$ cat src/rtl/plc_task_queue_pkg.sv
// Shared constants for the PLC task queue.
// RUN state code and default widths.
package plc_task_queue_pkg;
   localparam logic [1:0] PLC_RUN = 2'b01;
   localparam int unsigned TQ_IA_W = 12;
   localparam int unsigned TQ_AW = 4;
endpackage

$ cat src/rtl/plc_task_queue_if.sv
// Task port between the bit CPU and the task queue.
// master = CPU side, slave = queue side.
interface plc_task_queue_if #(
   parameter int unsigned IA_W = 12,
   parameter int unsigned AW = 4
);
   logic [1:0] STATE;
   logic T_EN;
   logic T_WR;
   logic T_RD;
   logic [IA_W-1:0] T_O;
   logic [IA_W-1:0] T_I;
   logic T_RDY;
   logic DONE_B;
   logic EMPTY;
   logic FULL;
   logic [AW:0] COUNT;
   logic OVF;

   modport master (
      output STATE, T_EN, T_WR, T_RD, T_O,
      input T_I, T_RDY, DONE_B, EMPTY, FULL, COUNT, OVF
   );

   modport slave (
      input STATE, T_EN, T_WR, T_RD, T_O,
      output T_I, T_RDY, DONE_B, EMPTY, FULL, COUNT, OVF
   );
endinterface

$ cat src/rtl/plc_fifo_ctl.sv
// Circular FIFO control: pointers, count, status and sticky overflow.
// Flush clears pointers/count but keeps OVF.
module plc_fifo_ctl #(
   parameter int unsigned AW = 4
) (
   input logic clk_i,
   input logic rst_ni,
   input logic flush_i,
   input logic push_req_i,
   input logic pop_req_i,
   output logic push_o,
   output logic pop_o,
   output logic [AW-1:0] wptr_o,
   output logic [AW-1:0] rptr_o,
   output logic [AW:0] count_o,
   output logic full_o,
   output logic empty_o,
   output logic ovf_o
);
   localparam logic [AW-1:0] PONE = {{(AW-1){1'b0}}, 1'b1};
   localparam logic [AW:0] CZERO = '0;

   logic [AW-1:0] wptr_q, wptr_d;
   logic [AW-1:0] rptr_q, rptr_d;
   logic [AW:0] count_q, count_d;
   logic ovf_q, ovf_d;

   assign full_o = count_q[AW];
   assign empty_o = (count_q == CZERO);
   assign push_o = push_req_i & ~full_o;
   assign pop_o = pop_req_i & ~empty_o;

   always_comb begin
      wptr_d = wptr_q;
      rptr_d = rptr_q;
      count_d = count_q;
      ovf_d = ovf_q;
      if (flush_i) begin
         wptr_d = '0;
         rptr_d = '0;
         count_d = '0;
      end else begin
         if (push_o) wptr_d = wptr_q + PONE;
         if (pop_o) rptr_d = rptr_q + PONE;
         count_d = count_q + {{AW{1'b0}}, push_o}
                           - {{AW{1'b0}}, pop_o};
         if (push_req_i & full_o) ovf_d = 1'b1;
      end
   end

   always_ff @(posedge clk_i) begin
      if (!rst_ni) begin
         wptr_q <= '0;
         rptr_q <= '0;
         count_q <= '0;
         ovf_q <= 1'b0;
      end else begin
         wptr_q <= wptr_d;
         rptr_q <= rptr_d;
         count_q <= count_d;
         ovf_q <= ovf_d;
      end
   end

   assign wptr_o = wptr_q;
   assign rptr_o = rptr_q;
   assign count_o = count_q;
   assign ovf_o = ovf_q;
endmodule

$ cat src/rtl/plc_task_queue.sv
// Task queue responder for the bit CPU task port.
// ADD_TASK pushes, GET_TASK pops into a registered T_I.
module plc_task_queue
   import plc_task_queue_pkg::*;
#(
   parameter int unsigned IA_W = TQ_IA_W,
   parameter int unsigned AW = TQ_AW
) (
   input logic CLK,
   input logic CLR,
   plc_task_queue_if.slave bus
);
   localparam int unsigned DEPTH = 2 ** AW;

   logic [IA_W-1:0] mem_q [DEPTH];
   logic [IA_W-1:0] t_i_q, t_i_d;
   logic done_b_q, done_b_d;

   logic flush;
   logic push_req, pop_req;
   logic push, pop;
   logic [AW-1:0] wptr, rptr;
   logic empty;

   assign flush = (bus.STATE != PLC_RUN);
   assign push_req = bus.T_EN & bus.T_WR;
   assign pop_req = bus.T_EN & bus.T_RD;

   plc_fifo_ctl #(.AW(AW)) u_ctl (
      .clk_i (CLK),
      .rst_ni (CLR),
      .flush_i (flush),
      .push_req_i (push_req),
      .pop_req_i (pop_req),
      .push_o (push),
      .pop_o (pop),
      .wptr_o (wptr),
      .rptr_o (rptr),
      .count_o (bus.COUNT),
      .full_o (bus.FULL),
      .empty_o (empty),
      .ovf_o (bus.OVF)
   );

   // Storage is never reset; contents are don't-care while empty.
   always_ff @(posedge CLK) begin
      if (CLR && !flush && push) mem_q[wptr] <= bus.T_O;
   end

   always_comb begin
      t_i_d = t_i_q;
      done_b_d = done_b_q;
      if (flush) begin
         t_i_d = '0;
         done_b_d = 1'b0;
      end else begin
         if (pop) t_i_d = mem_q[rptr];
         // A push always releases a waiting GET.
         if (push) done_b_d = 1'b0;
         else if (pop_req & empty) done_b_d = 1'b1;
      end
   end

   always_ff @(posedge CLK) begin
      if (!CLR) begin
         t_i_q <= '0;
         done_b_q <= 1'b0;
      end else begin
         t_i_q <= t_i_d;
         done_b_q <= done_b_d;
      end
   end

   assign bus.T_I = t_i_q;
   assign bus.DONE_B = done_b_q;
   assign bus.EMPTY = empty;
   assign bus.T_RDY = pop_req ? ~empty : 1'b1;
endmodule
$ cat src/flat_wrapper.sv
// flat-port wrapper written by rule: the top's interface ports become plain ports
module plc_task_queue_flat import plc_task_queue_pkg::*;
#(
   parameter int unsigned IA_W = TQ_IA_W,
   parameter int unsigned AW = TQ_AW
)
  (CLK, CLR, bus_STATE, bus_T_EN, bus_T_WR, bus_T_RD, bus_T_O, bus_T_I, bus_T_RDY, bus_DONE_B, bus_EMPTY, bus_FULL, bus_COUNT, bus_OVF);
  plc_task_queue_if #(.IA_W(IA_W), .AW(AW)) bus_i ();
  input logic CLK;
  input logic CLR;
  input wire logic [$bits(bus_i.STATE)-1:0] bus_STATE;
  input wire logic [$bits(bus_i.T_EN)-1:0] bus_T_EN;
  input wire logic [$bits(bus_i.T_WR)-1:0] bus_T_WR;
  input wire logic [$bits(bus_i.T_RD)-1:0] bus_T_RD;
  input wire logic [$bits(bus_i.T_O)-1:0] bus_T_O;
  output wire logic [$bits(bus_i.T_I)-1:0] bus_T_I;
  output wire logic [$bits(bus_i.T_RDY)-1:0] bus_T_RDY;
  output wire logic [$bits(bus_i.DONE_B)-1:0] bus_DONE_B;
  output wire logic [$bits(bus_i.EMPTY)-1:0] bus_EMPTY;
  output wire logic [$bits(bus_i.FULL)-1:0] bus_FULL;
  output wire logic [$bits(bus_i.COUNT)-1:0] bus_COUNT;
  output wire logic [$bits(bus_i.OVF)-1:0] bus_OVF;
  assign bus_i.STATE = bus_STATE;
  assign bus_i.T_EN = bus_T_EN;
  assign bus_i.T_WR = bus_T_WR;
  assign bus_i.T_RD = bus_T_RD;
  assign bus_i.T_O = bus_T_O;
  assign bus_T_I = bus_i.T_I;
  assign bus_T_RDY = bus_i.T_RDY;
  assign bus_DONE_B = bus_i.DONE_B;
  assign bus_EMPTY = bus_i.EMPTY;
  assign bus_FULL = bus_i.FULL;
  assign bus_COUNT = bus_i.COUNT;
  assign bus_OVF = bus_i.OVF;
  plc_task_queue #(.IA_W(IA_W), .AW(AW)) u_core (.CLK(CLK), .CLR(CLR), .bus(bus_i));
endmodule
$ cat config.mk
export PLATFORM = sky130hd
export DESIGN_NAME = plc_task_queue_flat
export DESIGN_NICKNAME = d
export VERILOG_FILES = /design/src/rtl/plc_task_queue_pkg.sv /design/src/rtl/plc_task_queue_if.sv /design/src/rtl/plc_fifo_ctl.sv /design/src/rtl/plc_task_queue.sv /design/src/flat_wrapper.sv
export SDC_FILE = /design/constraint.sdc
export NUM_CORES = 1
export LEC_CHECK = 0
export BUFFER_PORTS_ARGS = -buffer_cell sky130_fd_sc_hd__buf_2
export CAP_MARGIN = 5
export CORE_MARGIN = 2
export CORE_UTILIZATION = 60
export CTS_BUF_LIST = sky130_fd_sc_hd__clkbuf_16
export CTS_CLUSTER_DIAMETER = 150
export DETAILED_ROUTE_END_ITERATION = 8
export GPL_TIMING_DRIVEN = 0
export PLACE_DENSITY = 0.78
export SLEW_MARGIN = 20
export SYNTH_ARGS = -nofsm -noshare
export SYNTH_HDL_FRONTEND = slang
export SYNTH_HIERARCHICAL = 1
export SYNTH_SLANG_ARGS = --single-unit
$ cat constraint.sdc
create_clock -name CLK -period 3.2 [get_ports CLK]
set_input_delay 0.48 -clock CLK [delete_from_list [all_inputs] [get_ports CLK]]
set_output_delay 0.48 -clock CLK [all_outputs]
set_load 0.03 [all_outputs]
Yosys cells after proc, flatten, opt, wreduce, memory -nomap -nowiden
Memory sizes are Yosys's and may differ from the RTL's. A register that Yosys moved wholly into a read port is not among the register bits.
Cells that the tools add are included.
{"block": "op_classes", "add_sub_neg": 4, "bitwise_logic": 10, "muxes": 3, "reduce_logical": 7, "eq_ne": 1}
{"cell": "adder 4 x 1 -> 4 bit, second input constant", "count": 2}
{"cell": "bitwise AND 1 bit", "count": 6}
{"cell": "adder 5 x 1 -> 5 bit", "count": 1}
{"cell": "logical NOT 5 bit", "count": 1}
{"cell": "subtractor 5 x 1 -> 5 bit", "count": 1}
{"cell": "inverter 1 bit", "count": 4}
{"cell": "2-to-1 mux 1 bit", "count": 3}
{"cell": "OR reduction 3 bit", "count": 1}
{"cell": "logical AND 1 bit", "count": 2}
{"cell": "inequality test 2 x 1 -> 1 bit, second input constant", "count": 1}
{"cell": "AND reduction 2 bit", "count": 1}
{"cell": "OR reduction 2 bit", "count": 1}
{"cell": "logical NOT 1 bit", "count": 1}
{"block": "word_totals", "ramBits": 192, "out_inout_bits": 22, "mem_count": 1, "reg_bits": 15}
{"name": "u_core.mem_q", "depth": 16, "word_bits": 12, "rd": 1, "rd_clocked_by_memory_dff": 1, "write_ports": 1, "line_no": "plc_task_queue.sv:15", "source": "logic [IA_W-1:0] mem_q [DEPTH];"}

Logic depth before layout (Yosys ltp)
Gate-level depths: netlist (run 1).
{"block": "logic_depth", "depth_word": 6, "depth_mapped": 11, "depth_no_buf": 11}

Cells and area by module
Netlist (run 1), hierarchy kept.
{"mod": "plc_task_queue", "cells_each": 363, "n_inst": 1, "seq_area_each_um2": 6025.8, "area_each_um2": 7931.4}
{"mod": "plc_fifo_ctl", "cells_each": 84, "n_inst": 1, "seq_area_each_um2": 280.3, "area_each_um2": 758.2}

Least setup slack after synthesis (run 1)
Ideal clock, no wire load.
{"block": "synth_timing", "path_type": "flip-flop to flip-flop", "startpoint": "register u_core.u_ctl.count_q[3], in the netlist u_core/u_ctl/count_o[3]", "endpoint": "register u_core.u_ctl.count_q[4], in the netlist u_core/u_ctl/count_o[4]", "path_stages_with_launch": 12, "required_time_ns": 3.130, "n_path_buf": 0, "arrival_time_ns": 3.072, "setup_time_ns": 0.070, "setup_slack_ns": 0.058, "cell_sequence": "dfxtp_1 -> inv_1 -> ha_1 -> nor4b_4 -> nor2_1 -> ha_1 -> inv_1 -> ha_1 -> fa_1 -> a21o_1 -> a2111oi_0 -> o21bai_1"}
{"block": "synth_via", "elab_chain_len": 4, "word_cells_on_any_way": 5}
{"item": "from (decl)", "line_no": "plc_fifo_ctl.sv:25", "source": "logic [AW:0] count_q, count_d;"}
{"item": "from (signal assigned)", "line_no": "plc_fifo_ctl.sv:60", "source": "count_q <= count_d;"}
{"item": "logical NOT 5 bit", "line_no": "plc_fifo_ctl.sv:29", "source": "assign empty_o = (count_q == CZERO);"}
{"item": "named net bus_EMPTY", "line_no": "flat_wrapper.sv:19", "source": "output wire logic [$bits(bus_i.EMPTY)-1:0] bus_EMPTY;"}
{"item": "inverter 1 bit", "line_no": "plc_fifo_ctl.sv:31", "source": "assign pop_o = pop_req_i & ~empty_o;"}
{"item": "bitwise AND 1 bit", "line_no": "plc_fifo_ctl.sv:31"}
{"item": "named net u_core.pop", "line_no": "plc_task_queue.sv:21", "source": "logic push, pop;"}
{"item": "subtractor 5 x 1 -> 5 bit", "line_no": "plc_fifo_ctl.sv:46", "source": "- {{AW{1'b0}}, pop_o};"}
The timed path passes the listed nets, and every way through them passes these cells.
A chain may end at the register's enable or synchronous reset.

Final worst setup path (run 1)
{"block": "layout_timing", "startpoint": "register u_core.u_ctl.count_q[3], in the netlist u_core/u_ctl/count_o[3]", "endpoint": "register u_core.u_ctl.count_q[4], in the netlist u_core/u_ctl/count_o[4]"}
{"block": "layout_via", "elab_chain_len": 4, "word_cells_on_any_way": 5}
{"item": "logical NOT 5 bit", "line_no": "plc_fifo_ctl.sv:29"}
{"item": "inverter 1 bit", "line_no": "plc_fifo_ctl.sv:31"}
{"item": "bitwise AND 1 bit", "line_no": "plc_fifo_ctl.sv:31"}
{"item": "named net u_core.pop", "line_no": "plc_task_queue.sv:21"}
{"item": "subtractor 5 x 1 -> 5 bit", "line_no": "plc_fifo_ctl.sv:46"}
The timed path passes the listed nets, and every way through them passes these cells.

==> impl_metrics.ini, run 1 <==
[cells_and_area]
utilization_pct = 70.1
area.sequential_um2 = 6310
multi_input_area_um2 = 2280
final_nets = 543
num-fill-cells = 883
fin_area_um2 = 9810
layout_cell_share_with_drive_strength_beyond_1_pct = 34.4
area_growth_syn_to_layout_pct = 12.9

[placed_design]
port_buffers = 40
place.detailed.hpwl_um = 11200
place.gp.congestion = 0.801
detailed_place.area_um2 = 9210

[worst_setup_path]
regToRegSetupSlack_ns = 0.19
cp_slowest_cell = sky130_fd_sc_hd__a2111oi_0
r2r-start = u_core/u_ctl/count_o[3]
worstPathArrival_ns = 3.43
required_ns = 3.62
crit_path_cell_trace = inv_1, ha_1, nor4b_4, nor2_2, ha_1, inv_1, ha_1, fa_1, a21o_1, a2111oi_0, o21bai_1
worst_path_largest_cell_delay_ns = 0.44
worstPathBufferInverterCount = 2
critical_path.startpoint_type = register
rr_worst_depth = 11
critical_path.max_fanout = 8
timing.critical_path.to_type = register
r2r-end = u_core/u_ctl/count_o[4]
cpLargestDelayFamily = adder cells
path_common_cell = sky130_fd_sc_hd__ha_1
criticalPathCategory = register to register

[clock_network]
numCtsBuffers = 21
cts_tree = built
clock-sinks = 219
number_of_buffers_inserted_for_hold_repair_after_clock_tree_synthesis = 0
htree_num_levels = 1
clock_latency_reported_for_the_late_side_of_the_worst_skew_pair_ns = 0.48
max-clock-path-buffers = 3
clkTransAtPathRegs_ns = 0.06
cts-root-buf = sky130_fd_sc_hd__clkbuf_16

[synthesis]
post_synthesis_cell_area_um2 = 8690
netlist_top_cells_area = sky130_fd_sc_hd__edfxtp_1 (66%), sky130_fd_sc_hd__mux4_2 (12%), sky130_fd_sc_hd__dfxtp_1 (6.2%)
synthDistinctLibCells = 42
synth_top_area_cell = sky130_fd_sc_hd__edfxtp_1
synth_seq_area_share_pct = 72.6
asyncSetResetFlopFracSynth_pct = 0
synth.top_cell.area_share_pct = 66.3
synth_enable_flop_cells = 192
synth_cells = 447
postSynthNetCount = 475
ys.flop_type = sky130_fd_sc_hd__edfxtp_1
synthesis.yosys.warnings = 6
postSynthAreaPerCell_um2 = 19.4
ys_ff_latch = 219

[sta]
unrepaired_setup_endpoints_after_global_routing = false
worst_slew_pin_slew_ns = 0.874
hold_violations_final = 0
layout_worst_path_cycle_share_pct = 94.0
finalCriticalPeriod_ns = 3.01
finClkSkew_ns = 0.00896
timing.slew.headroom_pct = 41.7
final-setup-viol-count = 0
finalMaxSlewViolations = 0
fmax_ghz = 0.333

[route]
route.detailed.vias_per_inst = 6.22
detail_route.drc_violations = 0
post_drt_wl_per_cell_um = 23.9
drt-pass1-iter-count = 4
first_iter_violations = 388
routed_via_count = 4413
drt_wl_total_um = 17000
antenna_violating_nets_post_route = 0

[global_route]
grt_pass1_wl_um = 26300
largest_net_degree_at_the_start_of_global_routing = 17
grt_antenna_before_repair = 0
track_usage_pct = 22.4
vias_in_the_first_global_route = 4608
grt-ovfl-total = 0

[worst_hold_path]
whs_endpoint = u_core/u_ctl/ovf_o
worst_hold_path.num_cells = 2
hold_wc_startpoint = CLR
holdCritPathClass = input pin to register

[job]
drv.max_cap_violation_count = 0

[die]
fp.coreArea_um2 = 14000
design.portCount = 41
floorplan.rows = 43
die-height_um = 124
die-area_um2 = 15500
fp.dieW_um = 124
initial_utilization_pct = 62.1

[pwr]
power.ir.vdd_worst_mv = 0.410
power_leakage_uw = 0.00316
power_density_nw_per_um2 = 544

[status]
status = completed
[layout by cell type, fill, tap and decap left out, types with 8 or more instances in the layout]
cell type	Yosys	layout
sky130_fd_sc_hd__o21ai_1	13	13
sky130_fd_sc_hd__a22oi_2	10	10
sky130_fd_sc_hd__edfxtp_1	192	192
sky130_fd_sc_hd__inv_1	9	17
sky130_fd_sc_hd__dfxtp_1	27	27
sky130_fd_sc_hd__mux2_2	24	24
sky130_fd_sc_hd__nand2_1	12	12
sky130_fd_sc_hd__ha_1	8	8
sky130_fd_sc_hd__nand2b_1	16	16
sky130_fd_sc_hd__mux4_2	48	48
sky130_fd_sc_hd__nor2_2	0	13
sky130_fd_sc_hd__clkbuf_16	0	21
sky130_fd_sc_hd__buf_2	7	47
[sequential cells by signal, indices dropped and copies added (netlist names)]
name	count
u_core/mem_q	192
u_core/bus.T_I	12
u_core/u_ctl/count_o	5
u_core/u_ctl/rptr_o	4
u_core/u_ctl/wptr_o	4
u_core/bus.DONE_B	1
u_core/u_ctl/ovf_o	1
[cells in the mapped netlist, drive strengths merged, types with 3 or more instances]
master / count
a21oi: 7
a22oi: 12
and2: 4
buf: 15
clkbuf: 5
dfxtp: 27
edfxtp: 192
ha: 8
inv: 9
mux2: 24
mux4: 48
nand2: 12
nand2b: 17
nor2: 17
nor3: 5
o21ai: 16
or3: 3
[power breakdown]
group	internal [µW]	total [µW]	switching (µW)
Sequential	3100	3110	2.06
Combinational	24.0	86.7	62.8
Clock	1180	2150	963
Total	4310	5340	1030
[worst max-delay path by stage]
stage / start / end / depth (start not counted)
floorplan: u_core/u_ctl/count_o[3] / u_core/u_ctl/count_o[4] / 11
global placement: bus_T_WR / u_core/mem_q[0][5] / 6
detailed placement: u_core/u_ctl/count_o[3] / u_core/u_ctl/count_o[4] / 11
CTS: u_core/u_ctl/count_o[3] / u_core/u_ctl/count_o[4] / 11
global route: u_core/u_ctl/count_o[2] / u_core/u_ctl/count_o[4] / 11
finish: u_core/u_ctl/count_o[3] / u_core/u_ctl/count_o[4] / 11
[layer usage]
layer	vias to the layer above	share of wire [%]	track usage [%]
met4	0	1.6	5.95
li1	1933	-	-
met2	158	52	38.6
met3	22	6.4	3.22
met1	2300	40	30.5
met5	-	0	0
[what timing repair did]
action,4_1_cts,5_1_grt
gates resized for setup,0,1
endpoints found under the setup margin,0,1
buffers inserted,0,1
[logic make-up after synthesis]
kind of cell    Yosys count  synth area share [%]
flops                   219                  72.6
compound gates           40                  3.38
xor+xnor                  4                 0.403
mux                      74                  15.8
fa+ha+maj                 9                  1.38
buf+inv                  29                  1.74
simple gates             72                  4.74
[layout make-up]
| type | count | area share [%] |
|---|---|---|
| sequential | 219 | 64.3 |
| clock inverter | 16 | 0.638 |
| tap | 180 | 2.30 |
| clock buffer | 21 | 5.36 |
| buffer | 20 | 1.20 |
| multi-input combinational | 199 | 23.3 |
| inverter | 9 | 0.344 |
| timing repair buffer | 45 | 2.58 |
| antenna | 1 | 0.0255 |
[per-stage QoR]
| step | setup TNS, ns | power (µW) | setup WS (ns) | instances | hold WS (ns) |
|---|---|---|---|---|---|
| finish | 0 | 5340 | 0.193 | 710 | 0.264 |
| global route | 0 | 5500 | 0.0261 | 709 | 0.268 |
| CTS | 0 | 5370 | 0.0425 | 708 | 0.253 |
| detailed placement | 0 | 3250 | 0.0495 | 671 | 0.461 |
| global placement | -5.58 | 3250 | -0.365 | 667 | 0.444 |
| floorplan | 0 | 3200 | 0.0577 | 447 | 0.465 |
No activity file was read; power rests on OpenSTA's default activity.
==> inputs of run 2 (changes only) <==
--- a/config.mk
+++ b/config.mk
@@ -12,7 +12,6 @@
 export CTS_BUF_LIST = sky130_fd_sc_hd__clkbuf_16
 export CTS_CLUSTER_DIAMETER = 150
 export DETAILED_ROUTE_END_ITERATION = 8
-export GPL_TIMING_DRIVEN = 0
 export PLACE_DENSITY = 0.78
 export SLEW_MARGIN = 20
 export SYNTH_ARGS = -nofsm -noshare
==> run 2 against run 1 <==
  * Count of clock-buffer cells in the layout is 2 higher
  * Global-route usage is 1.3 points higher
  * Cell area is 0.77% higher
  * Sequential share of layout area is 0.44 points lower
  * Via count increased by 1.6%
  * Critical endpoint unchanged
  * Highest routed layer unchanged
==> impl_metrics.ini, run 2 (same netlist as run 1, synthesis figures left out) <==
[route]
detail_route.drc_violations = 0
drt-pass1-iter-count = 5
routed_via_count = 4483
drt_wl_total_um = 17800
antenna_violating_nets_post_route = 0
route.detailed.vias_per_inst = 6.29
post_drt_wl_per_cell_um = 24.9
first_iter_violations = 455

[sta]
layout_worst_path_cycle_share_pct = 89.5
hold_violations_final = 0
final-setup-viol-count = 0
finClkSkew_ns = 0.0102
finalMaxSlewViolations = 0
fin_setup_tns_ns = 0
finalCriticalPeriod_ns = 2.87
worst_slew_pin_slew_ns = 0.985
timing.slew.headroom_pct = 34.3
fmax_ghz = 0.349
unrepaired_setup_endpoints_after_global_routing = false

[pwr]
power_leakage_uw = 0.00322
power.ir.vdd_worst_mv = 0.362
netSwitchingFraction_pct = 19.3
power.clock.fraction_pct = 41.7
share_seq_of_total_power_pct = 56.7
share_comb_of_total_power_pct = 1.5
net-switching-power_uw = 1060
power_density_nw_per_um2 = 554
internal_power_uw = 4420

[cells_and_area]
layout_common_cells = sky130_fd_sc_hd__edfxtp_1 (192), sky130_fd_sc_hd__mux4_2 (48), sky130_fd_sc_hd__buf_2 (40)
num-fill-cells = 868
final_nets = 545
largest_reg_flops = 192
antenna_cell_count = 0
layout.cells.non_filler = 713
layout_cell_share_with_drive_strength_beyond_1_pct = 35.1
area.sequential_um2 = 6310
largest_register = u_core/mem_q
multi_input_area_um2 = 2260
area_growth_syn_to_layout_pct = 13.8
most_frequent_standard_cell_in_the_layout_excluding_fill_and_tap_cells = sky130_fd_sc_hd__edfxtp_1

[global_route]
grt_pass1_wl_um = 27600
grt-ovfl-total = 0
largest_net_degree_at_the_start_of_global_routing = 52
track_usage_pct = 23.8
vias_in_the_first_global_route = 4680
grt_antenna_before_repair = 0

[worst_setup_path]
required_ns = 3.63
cpLargestDelayFamily = adder cells
critical_path.startpoint_type = register
crit_path_cell_trace = inv_1, ha_1, nor4b_4, nor2_1, ha_1, inv_1, ha_1, fa_1, a21o_1, a2111oi_0, o21bai_1
worst_path_largest_cell_delay_ns = 0.41
regToRegSetupSlack_ns = 0.33
timing.critical_path.to_type = register
worstPathArrival_ns = 3.29
critical_path.max_fanout = 9
cp_slowest_cell = sky130_fd_sc_hd__fa_1
path_common_cell = sky130_fd_sc_hd__ha_1
worstPathBufferInverterCount = 2
criticalPathCategory = register to register

[placed_design]
port_buffers = 40
post-place-cells = 673
place.detailed.hpwl_um = 10400
place.gp.congestion = 0.775

[clock_network]
clkTransAtPathRegs_ns = 0.06
htree_num_levels = 1
number_of_buffers_inserted_for_hold_repair_after_clock_tree_synthesis = 0
numCtsBuffers = 22
max-clock-path-buffers = 3
cts-root-buf = sky130_fd_sc_hd__clkbuf_16
post_cts.repair.setup_buffers = 0
cts_tree = built
clock_latency_reported_for_the_late_side_of_the_worst_skew_pair_ns = 0.50
cells_resized_by_post_cts_repair = 0
clock-sinks = 219

[worst_hold_path]
holdCritPathClass = input pin to register

[die]
design.portCount = 41
die-area_um2 = 15500
die-height_um = 124
initial_utilization_pct = 62.1
fp.coreArea_um2 = 14000
fp.dieW_um = 124
floorplan.rows = 43

[status]
status = completed

[job]
drv.max_cap_violation_count = 0
## run 2: worst reg2reg max path, cell delays in order, from the launching register on
cell	delay, ns
sky130_fd_sc_hd__dfxtp_1	0.33
sky130_fd_sc_hd__inv_1	0.09
sky130_fd_sc_hd__ha_1	0.15
sky130_fd_sc_hd__nor4b_4	0.37
sky130_fd_sc_hd__nor2_1	0.11
sky130_fd_sc_hd__ha_1	0.29
sky130_fd_sc_hd__inv_1	0.04
sky130_fd_sc_hd__ha_1	0.22
sky130_fd_sc_hd__fa_1	0.41
sky130_fd_sc_hd__a21o_1	0.22
sky130_fd_sc_hd__a2111oi_0	0.40
sky130_fd_sc_hd__o21bai_1	0.16
## run 2: worst paths after layout
path,from,cells past startpoint,end
worst max-delay path,u_core/u_ctl/count_o[2],11,u_core/u_ctl/count_o[4]
worst min-delay path,CLR,2,u_core/u_ctl/ovf_o
worst max register to register,u_core/u_ctl/count_o[2],11,u_core/u_ctl/count_o[4]
worst min register to register,u_core/bus.T_I[10],2,u_core/bus.T_I[10]
## run 2: power groups by stage
stage	registers [µW]	clock network (µW)	logic, µW
finish	3110	2290	84.7
global route	3100	2430	94.2
CTS	3110	2320	85.0
detailed placement	3170	0	84.6
global placement	3170	0	78.6
floorplan	3170	0	28.5
## run 2: cell type report
class / count / area share [%]
Inverter: 9 / 0.342
Clock inverter: 17 / 0.759
Multi-Input combinational cell: 199 / 22.8
Timing Repair Buffer: 66 / 4.13
Tap cell: 180 / 2.28
Clock buffer: 23 / 5.82
Sequential cell: 219 / 63.8
## run 2: routing by layer
metal  vias to the layer above  global-route usage, %  wire length [µm]
met5                         -                      0                 0
met4                         0                   8.13               435
met3                        27                   3.78              1290
met2                       202                   39.1              8930
met1                      2311                   33.0              7140
li1                       1943                      -                 -
## run 2: metrics by stage
step / setup slack [ns] / power, µW / hold slack, ns / cell area [µm²] / util, %
6_report: 0.335 / 5480 / 0.244 / 9890 / 70.7
5_1_grt: 0.0905 / 5630 / 0.251 / 9890 / 70.7
4_1_cts: 0.311 / 5510 / 0.232 / 9890 / 70.7
3_5_place_dp: 0.344 / 3250 / 0.459 / 9240 / 66.0
3_3_place_gp: 0.521 / 3250 / 0.450 / 9240 / 66.0
2_1_floorplan: 0.0577 / 3200 / 0.465 / 8690 / -
